### config.mk
export PLATFORM = sky130hd
export DESIGN_NAME = memgame_ctrl
export DESIGN_NICKNAME = d
export VERILOG_FILES = /design/src/rtl/memgame_pkg.sv /design/src/rtl/memgame_cursor.sv /design/src/rtl/memgame_ctrl.sv
export SDC_FILE = /design/constraint.sdc
export NUM_CORES = 1
export LEC_CHECK = 0
export BUFFER_PORTS_ARGS = -buffer_cell sky130_fd_sc_hd__buf_2
export CELL_PAD_IN_SITES_DETAIL_PLACEMENT = 2
export CELL_PAD_IN_SITES_GLOBAL_PLACEMENT = 2
export CORE_MARGIN = 2
export CORE_UTILIZATION = 35
export CTS_CLUSTER_DIAMETER = 200
export DETAILED_ROUTE_END_ITERATION = 6
export GPL_ROUTABILITY_DRIVEN = 0
export PLACE_DENSITY_LB_ADDON = 0.1
export SYNTH_ARGS = -nofsm -noshare
export SYNTH_HDL_FRONTEND = slang
export SYNTH_SLANG_ARGS = --single-unit
### constraint.sdc
create_clock -name clk -period 3.4 [get_ports clk]
set_clock_uncertainty 0.15 [all_clocks]
set_input_delay 1.02 -clock clk [delete_from_list [all_inputs] [get_ports clk]]
set_output_delay 1.02 -clock clk [all_outputs]
set_load 0.02 [all_outputs]
### src/rtl/memgame_pkg.sv
// Shared types and constants for the 4x4 memory-card game sequencer.
package memgame_pkg;
    typedef enum logic [2:0] {PICK1, PICK2, SHOW, CHECK, DONE} state_t;

    localparam int NUM_CARDS = 16;
    localparam int NUM_PAIRS = 8;
    localparam int POS_W     = 4;
    localparam int ID_W      = 3;

    function automatic logic [1:0] pos_col(input logic [POS_W-1:0] p);
        return p[1:0];
    endfunction

    function automatic logic [1:0] pos_row(input logic [POS_W-1:0] p);
        return p[3:2];
    endfunction
endpackage

### src/rtl/memgame_cursor.sv
// Wrap-around board cursor; column and row step independently and may move together.
module memgame_cursor
    import memgame_pkg::*;
(
    input  logic             clk,
    input  logic             reset,
    input  logic             i_en,
    input  logic             i_right,
    input  logic             i_down,
    output logic [POS_W-1:0] o_pos
);
    logic [1:0] w_col;
    logic [1:0] w_row;

    // 2-bit adds give the 3->0 wrap for free
    assign w_col = pos_col(o_pos) + (i_en && i_right ? 2'd1 : 2'd0);
    assign w_row = pos_row(o_pos) + (i_en && i_down  ? 2'd1 : 2'd0);

    always_ff @(posedge clk) begin
        if (reset) o_pos <= '0;
        else       o_pos <= {w_row, w_col};
    end
endmodule

### src/rtl/memgame_ctrl.sv
// Memory-card game sequencer: selection FSM, reveal hold, matched/score bookkeeping.
// Optional attempt limit enabled by defining MEMGAME_ATTEMPT_LIMIT_EN.
module memgame_ctrl
    import memgame_pkg::*;
#(
    parameter logic [63:0] DECK         = 64'h7654_3210_7654_3210,
    parameter int          SHOW_CYCLES  = 25_000_000,
    parameter int          MAX_ATTEMPTS = 31
) (
    input  logic                 clk,
    input  logic                 reset,
    input  logic                 btn_right,
    input  logic                 btn_down,
    input  logic                 btn_sel,
    input  logic                 btn_start,
    output logic [POS_W-1:0]     cursor,
    output logic [NUM_CARDS-1:0] face_up,
    output logic [NUM_CARDS-1:0] matched,
    output logic [3:0]           pairs,
    output logic [4:0]           attempts,
    output logic                 busy,
    output logic                 game_over,
    output logic                 win
);
    localparam int CNT_W = $clog2(SHOW_CYCLES + 1);

    state_t                 r_state, w_state_nxt;
    logic [NUM_CARDS-1:0]   r_face, w_face_nxt;
    logic [NUM_CARDS-1:0]   r_matched, w_matched_nxt;
    logic [3:0]             r_pairs, w_pairs_nxt;
    logic [4:0]             r_att, w_att_nxt;
    logic [POS_W-1:0]       r_first, w_first_nxt;
    logic [POS_W-1:0]       r_second, w_second_nxt;
    logic [CNT_W-1:0]       r_cnt, w_cnt_nxt;
    logic                   r_busy, r_over, r_win;
    logic                   w_sel_ok;
    logic [ID_W-1:0]        w_id_first, w_id_second;

    memgame_cursor u_cursor (
        .clk     (clk),
        .reset   (reset),
        .i_en    (r_state != DONE),
        .i_right (btn_right),
        .i_down  (btn_down),
        .o_pos   (cursor)
    );

    // cursor is the registered, pre-move position
    assign w_sel_ok    = btn_sel && !r_face[cursor] && !r_matched[cursor];
    assign w_id_first  = DECK[{r_first, 2'b00} +: ID_W];
    assign w_id_second = DECK[{r_second, 2'b00} +: ID_W];

`ifndef MEMGAME_ATTEMPT_LIMIT_EN
    logic w_unused_max;
    assign w_unused_max = ^MAX_ATTEMPTS;
`endif

    always_comb begin
        w_state_nxt   = r_state;
        w_face_nxt    = r_face;
        w_matched_nxt = r_matched;
        w_pairs_nxt   = r_pairs;
        w_att_nxt     = r_att;
        w_first_nxt   = r_first;
        w_second_nxt  = r_second;
        w_cnt_nxt     = r_cnt;
        case (r_state)
            PICK1: if (w_sel_ok) begin
                w_face_nxt[cursor] = 1'b1;
                w_first_nxt        = cursor;
                w_state_nxt        = PICK2;
            end
            PICK2: if (w_sel_ok) begin
                w_face_nxt[cursor] = 1'b1;
                w_second_nxt       = cursor;
                w_cnt_nxt          = '0;
                w_state_nxt        = SHOW;
            end
            SHOW: begin
                w_cnt_nxt = r_cnt + CNT_W'(1);
                if (r_cnt == CNT_W'(SHOW_CYCLES - 1)) w_state_nxt = CHECK;
            end
            CHECK: begin
                w_att_nxt = (r_att == 5'd31) ? r_att : r_att + 5'd1;
                w_face_nxt[r_first]  = 1'b0;
                w_face_nxt[r_second] = 1'b0;
                if (w_id_first == w_id_second) begin
                    w_matched_nxt[r_first]  = 1'b1;
                    w_matched_nxt[r_second] = 1'b1;
                    w_pairs_nxt             = r_pairs + 4'd1;
                end
                if (w_pairs_nxt == 4'(NUM_PAIRS)) w_state_nxt = DONE;
`ifdef MEMGAME_ATTEMPT_LIMIT_EN
                else if (w_att_nxt == 5'(MAX_ATTEMPTS)) w_state_nxt = DONE;
`endif
                else w_state_nxt = PICK1;
            end
            DONE: if (btn_start) begin
                w_face_nxt    = '0;
                w_matched_nxt = '0;
                w_pairs_nxt   = '0;
                w_att_nxt     = '0;
                w_cnt_nxt     = '0;
                w_state_nxt   = PICK1;
            end
            default: w_state_nxt = PICK1;
        endcase
    end

    always_ff @(posedge clk) begin
        if (reset) begin
            r_state   <= PICK1;
            r_face    <= '0;
            r_matched <= '0;
            r_pairs   <= '0;
            r_att     <= '0;
            r_first   <= '0;
            r_second  <= '0;
            r_cnt     <= '0;
            r_busy    <= 1'b0;
            r_over    <= 1'b0;
            r_win     <= 1'b0;
        end else begin
            r_state   <= w_state_nxt;
            r_face    <= w_face_nxt;
            r_matched <= w_matched_nxt;
            r_pairs   <= w_pairs_nxt;
            r_att     <= w_att_nxt;
            r_first   <= w_first_nxt;
            r_second  <= w_second_nxt;
            r_cnt     <= w_cnt_nxt;
            // status flags registered from the next state so they align with it
            r_busy    <= (w_state_nxt == SHOW) || (w_state_nxt == CHECK);
            r_over    <= (w_state_nxt == DONE);
            r_win     <= (w_state_nxt == DONE) && (w_pairs_nxt == 4'(NUM_PAIRS));
        end
    end

    assign face_up   = r_face;
    assign matched   = r_matched;
    assign pairs     = r_pairs;
    assign attempts  = r_att;
    assign busy      = r_busy;
    assign game_over = r_over;
    assign win       = r_win;
endmodule

==> results.sh <==
export IMPL_grt_pass1_vias=4135
export IMPL_drv_slew=0
export IMPL_postRouteAntennaNets=0
export IMPL_ys_seq_elements=84
export IMPL_grt_overflow=0
export IMPL_port_buffers=53
export IMPL_hold_depth=2
export IMPL_synth_nets=503
export IMPL_finalNetCount=547
export IMPL_internal_power_mw=1.72
export IMPL_cts_root_buf="clkbuf_16"
export IMPL_syn_inst=491
export IMPL_r2r_end="r_cnt[17]$_SDFFE_PP0P_"
export IMPL_core_area_mm2=0.0115
export IMPL_drc=1
export IMPL_fin_crit_ns=2.87
export IMPL_switching_power_uw=668
export IMPL_placed_area_mm2=0.00458
export IMPL_pwr_share_clk_pct=41.9
export IMPL_synth_top_cells_by_area="dfxtp_1, nor2_1, xor2_1, mux2i_1, a21oi_1"
export IMPL_synth_main_ff_cell="dfxtp_1"
export IMPL_reg2reg_slack_ns=0.53
export IMPL_synthToLayoutAreaGrowth_pct=16.9
export IMPL_cts_tree="built"
export IMPL_status="finished with violations"
export IMPL_cp_required_ns=3.54
export IMPL_die_y_um=113
export IMPL_p_leak_nw=1.92
export IMPL_worstSetupStartpointType="flip-flop"
export IMPL_layout_common_cells="dfxtp_1, nor2_1, buf_2"
export IMPL_routed_via_density=5.68
export IMPL_die_w_um=113
export IMPL_drv_cap=0
export IMPL_final_area_mm2=0.00487
export IMPL_seq_power_share_pct=44.5
export IMPL_die_area_mm2=0.0128
export IMPL_wl_per_cell_um=20.1
export IMPL_violations="design-rule violations"
export IMPL_hold_class="reg -> reg"
export IMPL_antennaDiodeCount=0
export IMPL_seq_area_frac_synth_pct=40.3
export IMPL_ys_warn_count=0
export IMPL_worstHoldStart="matched[6]$_SDFFE_PP0P_"
export IMPL_start_util_pct=36.2
export IMPL_critPathMostFrequentCell="buf_4"
export IMPL_first_pass_iters=6
export IMPL_cts_buffers=9
export IMPL_vias=3881
export IMPL_slew_headroom_pct=56.1
export IMPL_antenna_found_initial=0
export IMPL_crit_chain="buf_4, nor3_1, a211oi_1, o21a_1, nor4_4, buf_4, or2_1, or4_1, nand2_1"
export IMPL_grt_first_pass_wirelength_um=22900
export IMPL_async_flop_share_pct=0
export IMPL_dp_cells=667
export IMPL_grt_max_degree=29
export IMPL_post_cts_setup_buffer_count=0
export IMPL_hold_violations=0
export IMPL_setup_viol=0
export IMPL_ctsHoldBuffers=0
export IMPL_rr_startpoint="u_cursor.o_pos[1]$_SDFF_PP0_"
export IMPL_ff2ff_path_depth=9
export IMPL_period_share_pct=84.3
export IMPL_fill_cells=1336
export IMPL_totalWireLength_um=13800
export IMPL_synth_top_area_share_pct=40.3
export IMPL_stdcell_count=683
export IMPL_cts_sinks=84
export IMPL_clock_path_buffers=2
export IMPL_worst_slew_pin_slew_ns=0.658
export IMPL_clk_latency_ns=0.35
export IMPL_setup_tns_ns=0
export IMPL_p_sw_share_pct=28.0
export IMPL_synth_top_area_cell="dfxtp_1"
export IMPL_layout_commonest_cell="dfxtp_1"
export IMPL_max_clock_freq_ghz=0.349
export IMPL_p_per_area_mw_per_mm2=489
export IMPL_synth_area_mm2=0.00417
export IMPL_h_tree_depth=3
export IMPL_comb_power_share_pct=13.6
export IMPL_rows=39
export IMPL_drive_above_1_share_pct=17.0
export IMPL_rsz0062_at_grt="false"
export IMPL_slowest_stage="dfxtp_1"
export IMPL_end_kind="flip-flop"
export IMPL_final_core_util_pct=42.3
export IMPL_ys_types=56
export IMPL_worstPathArrival_ns=3.01
export IMPL_post_cts_resized=0
export IMPL_synth_edf_count=0
export IMPL_io_pins=54
export IMPL_avgSynthCellArea_um2=8.49
export IMPL_worstSetupPathType="reg -> reg"
export IMPL_max_stage_delay_ns=0.62
export IMPL_grt_usage_pct=22.7
export IMPL_clk_pin_slew_ns=0.06
export IMPL_cp_max_fo=24
export IMPL_peakVddDrop_mv=0.357
export IMPL_dpl_hpwl_um=10100
export IMPL_first_iter_violations=187
export IMPL_min_to="matched[6]$_SDFFE_PP0P_"
power by group through the flow:
stage | Combinational (mW) | Sequential, mW | Clock [mW]
after floorplan | 0.224 | 1.07 | 0
after global placement | 0.313 | 1.08 | 0
after detailed placement | 0.322 | 1.08 | 0
after CTS | 0.325 | 1.06 | 1.03
after global routing | 0.357 | 1.07 | 1.07
final | 0.324 | 1.06 | 0.999
sequential cells by signal, summed over array words and instances, names as in the netlist, 3 cells and up:
register / flops
r_first: 4
face_up: 16
pairs: 4
u_cursor.o_pos: 4
matched: 16
r_second: 4
attempts: 5
r_state: 3
r_cnt: 25
cell families after synthesis:
family | count (synthesis) | synth area share [%]
buf+inv | 38 | 3.75
xor+xnor | 30 | 6.30
mux | 16 | 4.23
fa+ha+maj | 6 | 1.80
flops | 84 | 40.3
compound gates | 111 | 17.7
simple gates | 206 | 25.9
per-stage QoR:
| stage | hold slack, ns | power [mW] | setup WS, ns |
|---|---|---|---|
| finish | 0.338 | 2.38 | 0.533 |
| global route | 0.389 | 2.49 | 0.366 |
| CTS | 0.350 | 2.41 | 0.523 |
| detailed placement | 0.334 | 1.40 | 0.521 |
| global placement | 0.329 | 1.39 | 0.589 |
| floorplan | 0.303 | 1.29 | 0.759 |
per-layer routing:
metal  vias up  GRT usage [%]  routed length, um
li1       1850              -                  -
met1      1955           29.4               6310
met2        64           38.4               6840
met3        12           5.41                456
met4         0           5.45                153
met5         -              0                  0
synthesized netlist by cell type, types with 4 or more instances:
library cell / number
a21oi_1: 26
a22o_1: 7
and2_1: 5
and3_1: 5
and4_1: 4
buf_2: 8
clkbuf_1: 23
dfxtp_1: 84
ha_1: 6
mux2i_1: 15
nand2_1: 21
nand2b_1: 5
nand3_1: 8
nand3b_1: 14
nand4_1: 5
nor2_1: 81
nor2b_1: 17
nor3_1: 11
o2111ai_1: 11
o211ai_1: 9
o21a_1: 5
o21ai_0: 19
o21ai_1: 10
o41ai_1: 4
or2_2: 4
or3_1: 9
or4_1: 4
xnor2_1: 7
xor2_1: 23
cell type report:
class | instances | area (um^2) | area share [%]
clock buffers | 13 | 250 | 5.13
repair buffers | 67 | 370 | 7.60
flip-flops and latches | 84 | 1680 | 34.5
inverters | 4 | 15.0 | 0.308
multi-input cells | 369 | 2330 | 47.8
clock inverters | 3 | 46.3 | 0.950
well taps | 143 | 179 | 3.67
worst max-delay path by stage:
stage | from | endpoint | slack (ns) | depth (start not counted)
5_1_grt | u_cursor.o_pos[1]$_SDFF_PP0_ | r_cnt[17]$_SDFFE_PP0P_ | 0.37 | 9
3_5_place_dp | btn_sel | r_cnt[17]$_SDFFE_PP0P_ | 0.52 | 7
4_1_cts | u_cursor.o_pos[1]$_SDFF_PP0_ | r_cnt[17]$_SDFFE_PP0P_ | 0.52 | 9
6_report | u_cursor.o_pos[1]$_SDFF_PP0_ | r_cnt[17]$_SDFFE_PP0P_ | 0.53 | 9
3_3_place_gp | btn_sel | r_cnt[13]$_SDFFE_PP0P_ | 0.59 | 7
2_1_floorplan | u_cursor.o_pos[0]$_SDFF_PP0_ | r_cnt[13]$_SDFFE_PP0P_ | 0.76 | 7
critical path: cells and delay by family (launching register included):
family,cells,cell delay (ns)
buffers and inverters,2,0.53
AOI/OAI and AO/OA,2,0.47
DFF,1,0.62
and+or+nand+nor,5,1.02
(Power assumes the default switching activity.)
